**src/rtl/deslocador_universal_shift.sv**
```systemverilog
// Universal shift register: parallel load, left/right shift with separate serial inputs.
// Optional freeze input `hold` is built in when DESLOCADOR_HOLD_EN is defined.
module deslocador_universal_shift #(
    parameter int size = 4
) (
    input  logic            clk,
    input  logic            rst_n,
    input  logic [size-1:0] E,
    input  logic            Er,
    input  logic            El,
    input  logic            load,
    input  logic            dir,
`ifdef DESLOCADOR_HOLD_EN
    input  logic            hold,
`endif
    output logic [size-1:0] Y
);

    logic [size-1:0] r;
    logic [size-1:0] r_next;

    // Priority: hold (if built) > load > shift; there is no idle state without hold.
    always_comb begin
        r_next = r;
`ifdef DESLOCADOR_HOLD_EN
        if (hold) begin
            r_next = r;
        end else
`endif
        if (load) begin
            r_next = E;
        end else if (!dir) begin
            r_next = {r[size-2:0], Er};
        end else begin
            r_next = {El, r[size-1:1]};
        end
    end

    always_ff @(posedge clk or negedge rst_n) begin
        if (!rst_n) begin
            r <= '0;
        end else begin
            r <= r_next;
        end
    end

    assign Y = r;

endmodule

```
**config.mk**
```make
export PLATFORM = sky130hd
export DESIGN_NAME = deslocador_universal_shift
export DESIGN_NICKNAME = d
export VERILOG_FILES = /design/src/rtl/deslocador_universal_shift.sv
export SDC_FILE = /design/constraint.sdc
export NUM_CORES = 1
export LEC_CHECK = 0
export BUFFER_PORTS_ARGS = -buffer_cell sky130_fd_sc_hd__buf_2
export CORE_AREA = 4 4 41 43
export DETAILED_ROUTE_END_ITERATION = 6
export DIE_AREA = 0 0 45 47
export PLACE_DENSITY_LB_ADDON = 0.12
export SLEW_MARGIN = 40
export SYNTH_ARGS = -nofsm -noshare
export SYNTH_HDL_FRONTEND = slang
export SYNTH_SLANG_ARGS = --single-unit
```
**constraint.sdc**
```tcl
create_clock -name clk -period 0.92 [get_ports clk]
set_input_delay 0.046 -clock clk [delete_from_list [all_inputs] [get_ports clk]]
set_output_delay 0.046 -clock clk [all_outputs]
set_load 0.05 [all_outputs]
```
==> run summary <==
DR pass1 iterations: 2
Top FF cell, synth: dfrtp_1
pre-CTS setup slack: 0.130 ns
max FFs per register: 4
clock-pin slew on the worst setup and hold paths: 0.04 ns
delay-heaviest family, CP: flip-flops
GP Congestion: 0.644
Synth-to-Final Area Change: 65.1%
total power: 596 uW
Filler cells: 160
Syn Inst Count: 17
Final Cell Area: 308 sq um
Slew Viols, Final: 0
Net Sw Power: 184 uW
WP buf/inv: 1
crit path max fanout: 2
Clock Sinks: 4
Clk Latency, worst-skew pair: 0.24 ns
initial antenna violation count: 0
peak supply drop: 494 uV
wirelength, routed: 506 um
total congestion overflow: 0
Logic pwr share: 25.2%
antenna cells: 0
post-synthesis register bit count: 4
Synth top area share: 53.7%
Fin. Hold Viols: 0
Die Area: 2120 sq um
I/O pin count: 14
Synth area leader: dfrtp_1
clk_skew: 0.00791 ns
Avg Cell Area, Syn: 11.0 sq um
EDFF count, synth: 0
Slew HR: 83.5%
Synthesized Nets: 27
first-pass GRT wire length: 848 um
CTS tree: done
vias in the first global route: 199
Req. time, crit path: 0.87 ns
cell with the largest stage delay on the worst path: dfrtp_2
clk root buf: clkbuf_4
synth top area cells: dfrtp_1, mux2i_1, o21ai_1
H-tree levels: 1
Area after DPL: 263 sq um
Sw Ratio: 30.9%
Vert. Die Dim: 47 um
Core ar.: 1300 sq um
Synth async-reset ratio: 100%
DR vias: 170
Starting Density: 14.3%
Pint: 412 uW
status: completed
clock group share of total power: 39.9%
Die X-Extent: 45 um
Leak Pwr: 0.157 nW
Clock Tree Buf Depth: 2
Setup TNS: 0 ns
I/O Buffers: 13
Iter 0 DRT Violations: 3
share of layout cells above drive strength 1: 55.9%
Final Setup Violations: 0
WS Path Type: register to primary output
cell breakdown of the critical path: buf_2
Max Cap Viol: 0
# rows: 13
Synth cell types: 5
YS warnings: 0
largest net degree at the start of global routing: 9
cell area after synthesis: 186 sq um
vias per std cell: 3.47
setup ws final: 0.0387 ns
Post-synth top cells: dfrtp_1, mux2i_1, nand2_1, o21ai_1, buf_6
Total Routing Usage GR: 6.18%
Pwr per Cell Area: 1940 nW/um^2
crit end category: primary output
postcts setup bufs: 0
Seq pwr share: 34.9%
# DRC: 0
Worst path max stage delay: 0.34 ns
Worst Max-Slew Pin Slew: 0.250 ns
fin crit period: 0.881 ns
period utilisation layout: 95.8%
RSZ-0062 raised after global routing: no
critical path launch point type: register
CP arrival: 0.84 ns
hold crit path type: primary input to register
Peak Freq: 1130 MHz
post-route ant nets: 0
Post-layout nets: 45
Seq/Total Area, Yosys: 53.7%
CTS Buf Count: 3
drt wl/cell: 10.3 um
-- worst paths after layout --
path	depth (start not counted)	from	slack [ns]	end
max reg2reg	2	Y[1]	0.13	Y[0]
max	1	Y[3]	0.04	Y[3]
min	3	E[2]	0.03	Y[2]
min reg2reg	2	Y[0]	0.55	Y[1]
max in group asynchronous	2	rst_n	0.64	Y[1]
min in group asynchronous	2	rst_n	0.14	Y[3]
-- cell type report --
class | instances | area [sq um] | area share [%]
flip-flops and latches | 4 | 104 | 33.7
repair buffers | 14 | 83.8 | 27.2
multi-input cells | 12 | 75.1 | 24.4
clock buffers | 4 | 26.3 | 8.54
well taps | 15 | 18.8 | 6.10
-- kinds of logic after synthesis --
| logic type | synth area share, % |
|---|---|
| mux | 21.5 |
| buf+inv | 6.04 |
| simple gates | 8.05 |
| compound gates | 10.7 |
| flops | 53.7 |
-- metal layers --
layer / GRT usage, % / part of all wire (%) / vias up
met5: 0 / 0 / -
met4: 8.77 / 0 / 0
met3: 1.53 / 10 / 0
met2: 7.34 / 45 / 9
met1: 7.57 / 44 / 70
li1: - / - / 91
-- what timing repair did --
| action | 4_1_cts | 5_1_grt |
|---|---|---|
| resized for setup | 1 | 3 |
| hold endpoints to repair | 4 | 0 |
| hold buffers | 1 | 0 |
| endpoints found under the setup margin | 1 | 2 |
-- cells in the final DEF, fill, tap and decap left out --
cell type,instances
buf_2,11
dfrtp_1,1
o21ai_1,4
clkbuf_4,3
nand2_1,4
dlygate4sd3_1,1
mux2i_1,4
buf_6,1
buf_4,1
dfrtp_2,3
clkbuf_1,1
-- through the flow --
stage	util [%]	cells	hold slack, ns
final	23.7	49	0.0271
after global routing	23.7	49	0.0371
after CTS	23.2	49	0.0206
after detailed placement	20.2	44	-0.144
after global placement	20.2	44	-0.144
after floorplan	-	17	-0.250
-- power groups by stage --
stage	Clock, mW	Combinational, mW	Sequential (mW)
after floorplan	0	0.0329	0.271
after global placement	0	0.141	0.210
after detailed placement	0	0.141	0.210
after CTS	0.254	0.147	0.208
after global routing	0.269	0.162	0.211
final	0.238	0.150	0.208
Note: power is estimated with default switching activity, not from simulation.
